--- config.mk ---
export PLATFORM = sky130hd
export DESIGN_NAME = apb4_archinfo_regs_flat
export DESIGN_NICKNAME = d
export VERILOG_FILES = /design/src/rtl/archinfo_pkg.sv /design/src/rtl/apb4_archinfo_regs_if.sv /design/src/rtl/archinfo_strb_reg.sv /design/src/rtl/apb4_archinfo_regs.sv /design/src/flat_wrapper.sv
export SDC_FILE = /design/constraint.sdc
export NUM_CORES = 1
export LEC_CHECK = 0
export ABC_AREA = 1
export CAP_MARGIN = 5
export CELL_PAD_IN_SITES_DETAIL_PLACEMENT = 0
export CELL_PAD_IN_SITES_GLOBAL_PLACEMENT = 1
export CORE_MARGIN = 4
export CORE_UTILIZATION = 28
export DETAILED_ROUTE_END_ITERATION = 10
export PLACE_DENSITY_LB_ADDON = 0.12
export SLEW_MARGIN = 15
export SYNTH_ARGS = -nofsm -noshare
export SYNTH_HDL_FRONTEND = slang
export SYNTH_SLANG_ARGS = --single-unit
export TNS_END_PERCENT = 5
--- constraint.sdc ---
create_clock -name clk_i -period 6.4 [get_ports clk_i]
set_input_delay 0.96 -clock clk_i [delete_from_list [all_inputs] [get_ports clk_i]]
set_output_delay 0.96 -clock clk_i [all_outputs]
set_load 0.01 [all_outputs]
--- src/rtl/archinfo_pkg.sv ---
// Shared constants and types for the architecture-information register block:
// register offsets, default contents and the decoded register index.
package archinfo_pkg;

  localparam logic [31:0] SYS_OFS = 32'h0000_0000;
  localparam logic [31:0] IDL_OFS = 32'h0000_0004;
  localparam logic [31:0] IDH_OFS = 32'h0000_0008;

  localparam logic [31:0] SYS_RST_DEF = 32'h101F_1010;
  localparam logic [31:0] IDL_VAL_DEF = 32'hFFFF_2022;
  localparam logic [31:0] IDH_VAL_DEF = 32'hFFFF_FFFF;
  localparam int unsigned DEC_MSB_DEF = 11;

  typedef enum logic [1:0] {
    REG_SYS  = 2'd0,
    REG_IDL  = 2'd1,
    REG_IDH  = 2'd2,
    REG_NONE = 2'd3
  } reg_idx_e;

endpackage

--- src/rtl/apb4_archinfo_regs_if.sv ---
// APB4 bus bundle between a master and the architecture-information slave.
// Pure signal grouping; no logic, no timing of its own.
interface apb4_archinfo_regs_if;

  logic [31:0] paddr;
  logic [2:0]  pprot;
  logic        psel;
  logic        penable;
  logic        pwrite;
  logic [31:0] pwdata;
  logic [3:0]  pstrb;
  logic        pready;
  logic [31:0] prdata;
  logic        pslverr;

  modport master (
    output paddr, pprot, psel, penable, pwrite, pwdata, pstrb,
    input  pready, prdata, pslverr
  );

  modport slave (
    input  paddr, pprot, psel, penable, pwrite, pwdata, pstrb,
    output pready, prdata, pslverr
  );

endinterface

--- src/rtl/archinfo_strb_reg.sv ---
// 32-bit register with per-byte write strobes and a parameterised reset value.
// Latency: write visible one clk_i edge after we; no backpressure (always accepts).
// Reset is asynchronous and active-high, forcing RST_VAL while rst_i is held.
module archinfo_strb_reg #(
  parameter logic [31:0] RST_VAL = 32'h0000_0000
) (
  input  logic        clk_i,
  input  logic        rst_i,
  input  logic        we,
  input  logic [3:0]  strb,
  input  logic [31:0] wdata,
  output logic [31:0] q
);

  always_ff @(posedge clk_i or posedge rst_i) begin
    if (rst_i) begin
      q <= RST_VAL;
    end else if (we) begin
      for (int n = 0; n < 4; n++) begin
        if (strb[n]) begin
          q[8*n +: 8] <= wdata[8*n +: 8];
        end
      end
    end
  end

endmodule

--- src/rtl/apb4_archinfo_regs.sv ---
// APB4 slave exposing SYS (RW, byte strobes) and constant IDL/IDH identification words.
// Latency: zero wait states, read data combinational; SYS write lands on the access edge.
// Backpressure: none, pready is tied high; unmapped or read-only writes flag pslverr.
module apb4_archinfo_regs
  import archinfo_pkg::*;
#(
  parameter logic [31:0] SYS_RST = SYS_RST_DEF,
  parameter logic [31:0] IDL_VAL = IDL_VAL_DEF,
  parameter logic [31:0] IDH_VAL = IDH_VAL_DEF,
  parameter int unsigned DEC_MSB = DEC_MSB_DEF
) (
  input logic                 clk_i,
  input logic                 rst_i,
  apb4_archinfo_regs_if.slave bus
);

  logic [DEC_MSB:2] word;
  reg_idx_e         idx;
  logic             access;
  logic             sys_we;
  logic [31:0]      sys_q;
  logic [31:0]      rd_word;
  logic             unused;

  // Only the word offset within the decoded window matters; base bits and byte lanes alias.
  assign word   = bus.paddr[DEC_MSB:2];
  assign unused = ^{bus.pprot, bus.paddr};

  always_comb begin
    idx = REG_NONE;
    if (word == SYS_OFS[DEC_MSB:2]) begin
      idx = REG_SYS;
    end else if (word == IDL_OFS[DEC_MSB:2]) begin
      idx = REG_IDL;
    end else if (word == IDH_OFS[DEC_MSB:2]) begin
      idx = REG_IDH;
    end
  end

  assign access = bus.psel && bus.penable;
  assign sys_we = access && bus.pwrite && (idx == REG_SYS);

  archinfo_strb_reg #(
    .RST_VAL (SYS_RST)
  ) u_sys (
    .clk_i (clk_i),
    .rst_i (rst_i),
    .we    (sys_we),
    .strb  (bus.pstrb),
    .wdata (bus.pwdata),
    .q     (sys_q)
  );

  always_comb begin
    rd_word = '0;
    case (idx)
      REG_SYS:  rd_word = sys_q;
      REG_IDL:  rd_word = IDL_VAL;
      REG_IDH:  rd_word = IDH_VAL;
      REG_NONE: rd_word = '0;
      default:  rd_word = '0;
    endcase
  end

  assign bus.pready  = 1'b1;
  assign bus.prdata  = (bus.psel && !bus.pwrite) ? rd_word : 32'h0;
  // Error only in the access phase, so setup-phase decode glitches never reach the master.
  assign bus.pslverr = access &&
                       ((idx == REG_NONE) ||
                        (bus.pwrite && ((idx == REG_IDL) || (idx == REG_IDH))));

endmodule

--- src/flat_wrapper.sv ---
// flat-port wrapper written by rule: the top's interface ports become plain ports
module apb4_archinfo_regs_flat import archinfo_pkg::*;
#(
  parameter logic [31:0] SYS_RST = SYS_RST_DEF,
  parameter logic [31:0] IDL_VAL = IDL_VAL_DEF,
  parameter logic [31:0] IDH_VAL = IDH_VAL_DEF,
  parameter int unsigned DEC_MSB = DEC_MSB_DEF
)
  (clk_i, rst_i, bus_paddr, bus_pprot, bus_psel, bus_penable, bus_pwrite, bus_pwdata, bus_pstrb, bus_pready, bus_prdata, bus_pslverr);
  apb4_archinfo_regs_if bus_i ();
  input logic clk_i;
  input logic rst_i;
  input wire logic [$bits(bus_i.paddr)-1:0] bus_paddr;
  input wire logic [$bits(bus_i.pprot)-1:0] bus_pprot;
  input wire logic [$bits(bus_i.psel)-1:0] bus_psel;
  input wire logic [$bits(bus_i.penable)-1:0] bus_penable;
  input wire logic [$bits(bus_i.pwrite)-1:0] bus_pwrite;
  input wire logic [$bits(bus_i.pwdata)-1:0] bus_pwdata;
  input wire logic [$bits(bus_i.pstrb)-1:0] bus_pstrb;
  output wire logic [$bits(bus_i.pready)-1:0] bus_pready;
  output wire logic [$bits(bus_i.prdata)-1:0] bus_prdata;
  output wire logic [$bits(bus_i.pslverr)-1:0] bus_pslverr;
  assign bus_i.paddr = bus_paddr;
  assign bus_i.pprot = bus_pprot;
  assign bus_i.psel = bus_psel;
  assign bus_i.penable = bus_penable;
  assign bus_i.pwrite = bus_pwrite;
  assign bus_i.pwdata = bus_pwdata;
  assign bus_i.pstrb = bus_pstrb;
  assign bus_pready = bus_i.pready;
  assign bus_prdata = bus_i.prdata;
  assign bus_pslverr = bus_i.pslverr;
  apb4_archinfo_regs #(.SYS_RST(SYS_RST), .IDL_VAL(IDL_VAL), .IDH_VAL(IDH_VAL), .DEC_MSB(DEC_MSB)) u_core (.clk_i(clk_i), .rst_i(rst_i), .bus(bus_i));
endmodule
==> flow_metrics.py, run 1 <==
metrics = {
    "run_status": {
        "status": "finished, final reports clean",
    },
    "final_layout": {
        "antennaDiodeCount": 0,
        "drive_gt1_share_pct": 9.01,
        "reg_top3": "u_core.u_sys.q: 32 flops",
        "regMostFlops": "u_core.u_sys.q",
        "final_nets": 399,
        "largest_reg_flops": 32,
        "area_growth_pct": 48.4,
        "stdcell_count": 399,
    },
    "floorplanning": {
        "start_util_pct": 29.2,
        "die_h_um": 89.8,
        "pin_count": 110,
        "core_area_sq_um": 6420,
        "die-width_um": 89.8,
        "fp-row-count": 29,
        "dieArea_sq_um": 8070,
    },
    "grt": {
        "gr-usage-met2_pct": 24.0,
        "grt.busiest_layer": "met2",
        "gr-usage-all-layers_pct": 13.8,
        "overflow": 0,
        "met3_usage_pct": 3.42,
        "grt_pass1_vias": 1821,
        "grt_util_met1_pct": 16.7,
        "grt_pass1_wl_mm": 9.02,
        "antenna_found_initial": 0,
        "grt_max_degree": 37,
    },
    "setup_path": {
        "required_ns": 5.44,
        "cp_num_cells": 11,
        "startpoint": "bus_paddr[7]",
        "crit_path_end_kind": "output pin",
        "ff2ff_path_depth": 2,
        "arrival_ns": 3.68,
        "reg2reg_slack_ns": 5.69,
        "crit_top_cell": "nor2_1",
        "slowest_stage": "inv_1",
        "cpPeakStageDelay_ns": 0.78,
        "crit_type": "primary input to output pin",
        "critPathTopFamily": "buffers and inverters",
        "rr_startpoint": "u_core.u_sys.q[17]",
        "path_cells": "clkdlybuf4s50_1, nor2_1, nand2_1, nor2_1, nand2_1, inv_1, ha_1, inv_1, nor2_1, nor2_1, clkdlybuf4s50_1",
        "start_kind": "primary input",
        "endpoint": "bus_prdata[13]",
        "path_buf_inv": 4,
        "cp_max_fo": 32,
        "regToRegEndpoint": "u_core.u_sys.q[17]",
    },
    "sta": {
        "setup_viol": 0,
        "worst_pin_slew_ns": 1.09,
        "timing.hold.ws_ns": 0.465,
        "setup_tns_ns": 0,
        "period_share_pct": 72.4,
        "hold_viol_final": 0,
        "rsz0062_at_grt": "false",
        "slew_headroom_pct": 26.7,
        "slew_violations": 0,
        "period_needed_ns": 4.64,
        "setup_slack_ns": 1.76,
        "fmax_mhz": 216,
        "fin_skew_ns": 0,
    },
    "synth": {
        "syn-instance-count": 245,
        "synth_area_sq_um": 1880,
        "synth_sequential_area_ratio_pct": 43.2,
        "postSynthAreaPerCell_sq_um": 7.66,
        "synth_seq_cells": 32,
        "yosysWarningCount": 0,
        "ys_types": 21,
        "synth_nets": 323,
    },
    "min_path": {
        "hp-class": "flop to flop",
    },
    "cts": {
        "clk_path_buf_depth": 2,
        "cts_setup_buffers": 0,
        "path_clk_slew_ns": 0.07,
        "cts_resized": 0,
        "clk_latency_ns": 0.28,
        "cts_hold_buf": 0,
        "h-tree-depth": 2,
        "cts_tree": "done",
        "root_buffer": "clkbuf_8",
        "cts_num_sinks": 32,
        "cts_made_buffers": 5,
    },
    "routing": {
        "via_per_inst": 4.62,
        "drtIter0Drc": 71,
        "wl_per_cell_um": 13.7,
        "first_pass_iters": 4,
        "ant_nets": 0,
        "vias": 1843,
        "routed_wl_mm": 5.48,
        "post-route-drc-count": 0,
    },
    "power": {
        "power_density_nw_per_um2": 144,
        "ir_worst_vdd_mv": 0.0674,
        "leakage_nw": 1.47,
        "total_power_mw": 0.401,
    },
    "place": {
        "dpl.hpwl_mm": 3.66,
        "post-place-ws_ns": 1.72,
        "place_congestion": 0.691,
        "dp_cells": 391,
        "numPortBuffers": 83,
    },
    "flow_run": {
        "maxCapViolCount": 0,
    },
}
==> kinds of logic after synthesis <==
group	share of synthesized area, %
simple gates	46.4
compound gates	0.734
other cells	0.200
fa+ha+maj	1.33
buf+inv	8.14
flops	43.2
==> worst min-delay path: cells and delay by family, from the launching register on <==
family / cells / cell delay (ns)
AND/OR/NAND/NOR: 2 / 0.09
flip-flops: 1 / 0.37
==> cell usage in the layout (no fill, tap or decap), types with 2 or more instances in the layout <==
cell type,synthesis,layout
nor2_2,2,2
nand3_4,4,4
clkdlybuf4s50_1,0,83
inv_1,9,9
dfrtp_1,24,24
nor2_8,2,2
nand2_2,2,2
nor2_1,68,68
ha_1,2,2
clkbuf_1,4,2
dfstp_2,8,8
buf_4,1,2
nand2_1,69,69
nand3_1,2,2
clkbuf_8,0,5
nand4_1,32,32
==> through the flow <==
stage	utilization (%)	instance area, sq um
after CTS	43.3	2780
after floorplan	-	1880
after global routing	43.3	2780
after detailed placement	42.1	2700
after global placement	42.1	2700
final	43.3	2780
==> Yosys cell counts <==
master,number,area share [%]
dfrtp_1,24,32
nand2_1,69,14
dfstp_2,8,11
buf_4,1,0.40
inv_2,1,0.20
buf_2,5,1.3
nand3_4,4,3.7
nand3_2,1,0.53
nand4_1,32,11
clkbuf_1,4,0.80
conb_1,1,0.20
inv_1,9,1.8
nor2_8,2,2.1
o21ai_1,1,0.27
o21ai_2,1,0.47
nand3_1,2,0.53
nor2_1,68,14
ha_1,2,1.3
nor2_2,2,0.67
buf_6,6,3.6
nand2_2,2,0.67
==> cell type report <==
cell class	count	area, sq um
fill	694	3640
sequential	32	811
multi-input combinational	187	912
clock inverter	1	5.00
tap	77	96.3
clock buffer	7	76.3
inverter	10	37.5
timing repair buffer	85	846
==> worst min path at each step <==
stage | start | endpoint | slack (ns) | depth (start not counted)
finish | u_core.u_sys.q[28] | u_core.u_sys.q[28] | 0.46 | 2
floorplan | u_core.u_sys.q[0] | u_core.u_sys.q[0] | 0.44 | 2
detailed placement | u_core.u_sys.q[16] | u_core.u_sys.q[16] | 0.46 | 2
CTS | u_core.u_sys.q[16] | u_core.u_sys.q[16] | 0.47 | 2
global route | u_core.u_sys.q[20] | u_core.u_sys.q[20] | 0.49 | 2
global placement | u_core.u_sys.q[20] | u_core.u_sys.q[20] | 0.45 | 2
==> per-layer routing <==
metal / part of all wire [%] / routed length [um]
met1: 45 / 2470
met2: 48 / 2630
met3: 5.9 / 321
met4: 1.0 / 57
met5: 0 / 0
==> report_power, final <==
part,switching [mW],internal (mW)
Clock,0.0729,0.0763
Sequential,0.000239,0.203
Combinational,0.0184,0.0297
Note: power is estimated with default switching activity, not from simulation.
==> run 2: changes to the inputs <==
--- a/config.mk
+++ b/config.mk
@@ -10,7 +10,7 @@
 export CELL_PAD_IN_SITES_DETAIL_PLACEMENT = 0
 export CELL_PAD_IN_SITES_GLOBAL_PLACEMENT = 1
 export CORE_MARGIN = 4
-export CORE_UTILIZATION = 28
+export CORE_UTILIZATION = 26
 export DETAILED_ROUTE_END_ITERATION = 10
 export PLACE_DENSITY_LB_ADDON = 0.12
 export SLEW_MARGIN = 15
==> constraint.sdc (replaced) <==
create_clock -name clk_i -period 4.6 [get_ports clk_i]
set_input_delay 0.69 -clock clk_i [delete_from_list [all_inputs] [get_ports clk_i]]
set_output_delay 0.69 -clock clk_i [all_outputs]
set_load 0.01 [all_outputs]
==> flow_metrics.py, run 2 (synthesis gave the netlist of run 1 again) <==
metrics = {
    "power": {
        "switching_power_mw": 0.127,
        "clock_power_share_pct": 37.1,
        "p_seq_share_pct": 50.8,
        "p_comb_share_pct": 12.1,
        "power_density_nw_per_um2": 196,
        "swShare_pct": 22.8,
        "internal_power_mw": 0.430,
        "ir_worst_vdd_mv": 0.101,
        "leakage_nw": 1.49,
    },
    "routing": {
        "vias": 1885,
        "via_per_inst": 4.46,
        "drtIter0Drc": 74,
        "post-route-drc-count": 0,
        "routed_wl_mm": 5.67,
        "first_pass_iters": 4,
        "wl_per_cell_um": 13.4,
        "ant_nets": 0,
    },
    "floorplanning": {
        "dieArea_sq_um": 8640,
        "die-width_um": 92.9,
        "start_util_pct": 27.2,
        "fp-row-count": 30,
        "pin_count": 110,
        "die_h_um": 92.9,
        "core_area_sq_um": 6910,
    },
    "setup_path": {
        "required_ns": 3.91,
        "crit_type": "primary input to output pin",
        "crit_path_end_kind": "output pin",
        "cp_max_fo": 18,
        "ff2ff_path_depth": 2,
        "reg2reg_slack_ns": 3.91,
        "regToRegEndpoint": "u_core.u_sys.q[12]",
        "rr_startpoint": "u_core.u_sys.q[12]",
        "arrival_ns": 2.88,
        "start_kind": "primary input",
    },
    "sta": {
        "period_share_pct": 77.5,
        "worst_pin_slew_ns": 0.651,
        "setup_slack_ns": 1.03,
        "slew_violations": 0,
        "timing.hold.ws_ns": 0.461,
        "fmax_mhz": 280,
        "rsz0062_at_grt": "false",
        "setup_viol": 0,
        "hold_viol_final": 0,
        "slew_headroom_pct": 56.6,
        "setup_tns_ns": 0,
        "fin_skew_ns": 0,
        "period_needed_ns": 3.57,
    },
    "final_layout": {
        "area_growth_pct": 51.7,
        "largest_reg_flops": 32,
        "num-fill-cells": 752,
        "stdcell_count": 423,
        "mostFrequentLayoutCells": "83 x clkdlybuf4s50_1, 69 x nand2_1, 68 x nor2_1",
        "antennaDiodeCount": 0,
        "final_common_cell": "clkdlybuf4s50_1",
        "reg_top3": "u_core.u_sys.q: 32 flops",
        "postLayoutCellArea_sq_um": 2850,
        "drive_gt1_share_pct": 10.4,
        "final_nets": 404,
        "regMostFlops": "u_core.u_sys.q",
    },
    "min_path": {
        "hold_end": "u_core.u_sys.q[19]",
        "min_from": "u_core.u_sys.q[19]",
        "hold_depth": 2,
        "hp-class": "flop to flop",
    },
    "cts": {
        "cts_setup_buffers": 0,
        "h-tree-depth": 2,
        "cts_hold_buf": 0,
        "cts_num_sinks": 32,
        "path_clk_slew_ns": 0.06,
        "clk_path_buf_depth": 2,
        "clk_latency_ns": 0.28,
        "cts_made_buffers": 5,
        "cts_resized": 0,
        "root_buffer": "clkbuf_8",
        "cts_tree": "done",
    },
    "grt": {
        "grt_pass1_vias": 1952,
        "grt_pass1_wl_mm": 9.40,
        "antenna_found_initial": 0,
        "overflow": 0,
        "gr-usage-all-layers_pct": 13.7,
        "grt_max_degree": 37,
    },
    "run_status": {
        "status": "finished, final reports clean",
    },
    "place": {
        "dp_cells": 415,
        "place_congestion": 0.713,
        "dpl_cell_area_sq_um": 2760,
        "numPortBuffers": 83,
        "post-place-ws_ns": 1.01,
        "dpl.hpwl_mm": 3.82,
    },
    "flow_run": {
        "maxCapViolCount": 0,
    },
}
run 2: per-layer routing:
layer,GRT usage [%],routed length (um),vias up
li1,-,-,952
met1,17.1,2610,877
met2,23.9,2740,52
met3,3.41,293,4
met4,2.93,34,0
met5,0,0,-
run 2: worst max-delay path, stage by stage:
cell and delay (ns):
clkdlybuf4s50_1 0.45, nor2_1 0.04, nand2_1 0.17, nor2_1 0.07, nand2_1 0.11, inv_1 0.05, ha_1 0.21, inv_1 0.08
buf_4 0.25, nor2_1 0.06, nor2_1 0.13, clkdlybuf4s50_1 0.55
run 2: stage by stage:
| step | total power, mW | util (%) |
|---|---|---|
| 3_3_place_gp | 0.357 | 40.0 |
| 4_1_cts | 0.567 | 41.2 |
| 5_1_grt | 0.588 | 41.2 |
| 6_report | 0.557 | 41.2 |
| 2_1_floorplan | 0.308 | - |
| 3_5_place_dp | 0.356 | 40.0 |
run 2: how the worst max path moves through the flow:
| stage | end | start | slack (ns) |
|---|---|---|---|
| floorplan | bus_prdata[21] | bus_paddr[7] | 1.76 |
| global placement | bus_prdata[15] | bus_paddr[7] | 1.02 |
| detailed placement | bus_prdata[9] | bus_paddr[7] | 1.01 |
| CTS | bus_prdata[8] | bus_paddr[7] | 1.01 |
| global route | bus_prdata[15] | bus_paddr[9] | 0.83 |
| finish | bus_prdata[8] | bus_paddr[7] | 1.03 |
run 2: layout make-up:
type                       instances  area, sq um  share of cell area (%)
multi-input combinational        187          912                    32.1
timing repair buffer              90          883                    31.0
sequential                        32          811                    28.5
tap                               96          120                    4.22
clock buffer                       7         76.3                    2.68
inverter                          10         37.5                    1.32
clock inverter                     1         5.00                   0.176
run 2: power by group through the flow:
stage	combinational (mW)	clock, mW	sequential, mW
finish	0.0676	0.207	0.283
global route	0.0733	0.232	0.283
CTS	0.0689	0.216	0.283
detailed placement	0.0686	0	0.288
global placement	0.0690	0	0.288
floorplan	0.0198	0	0.288
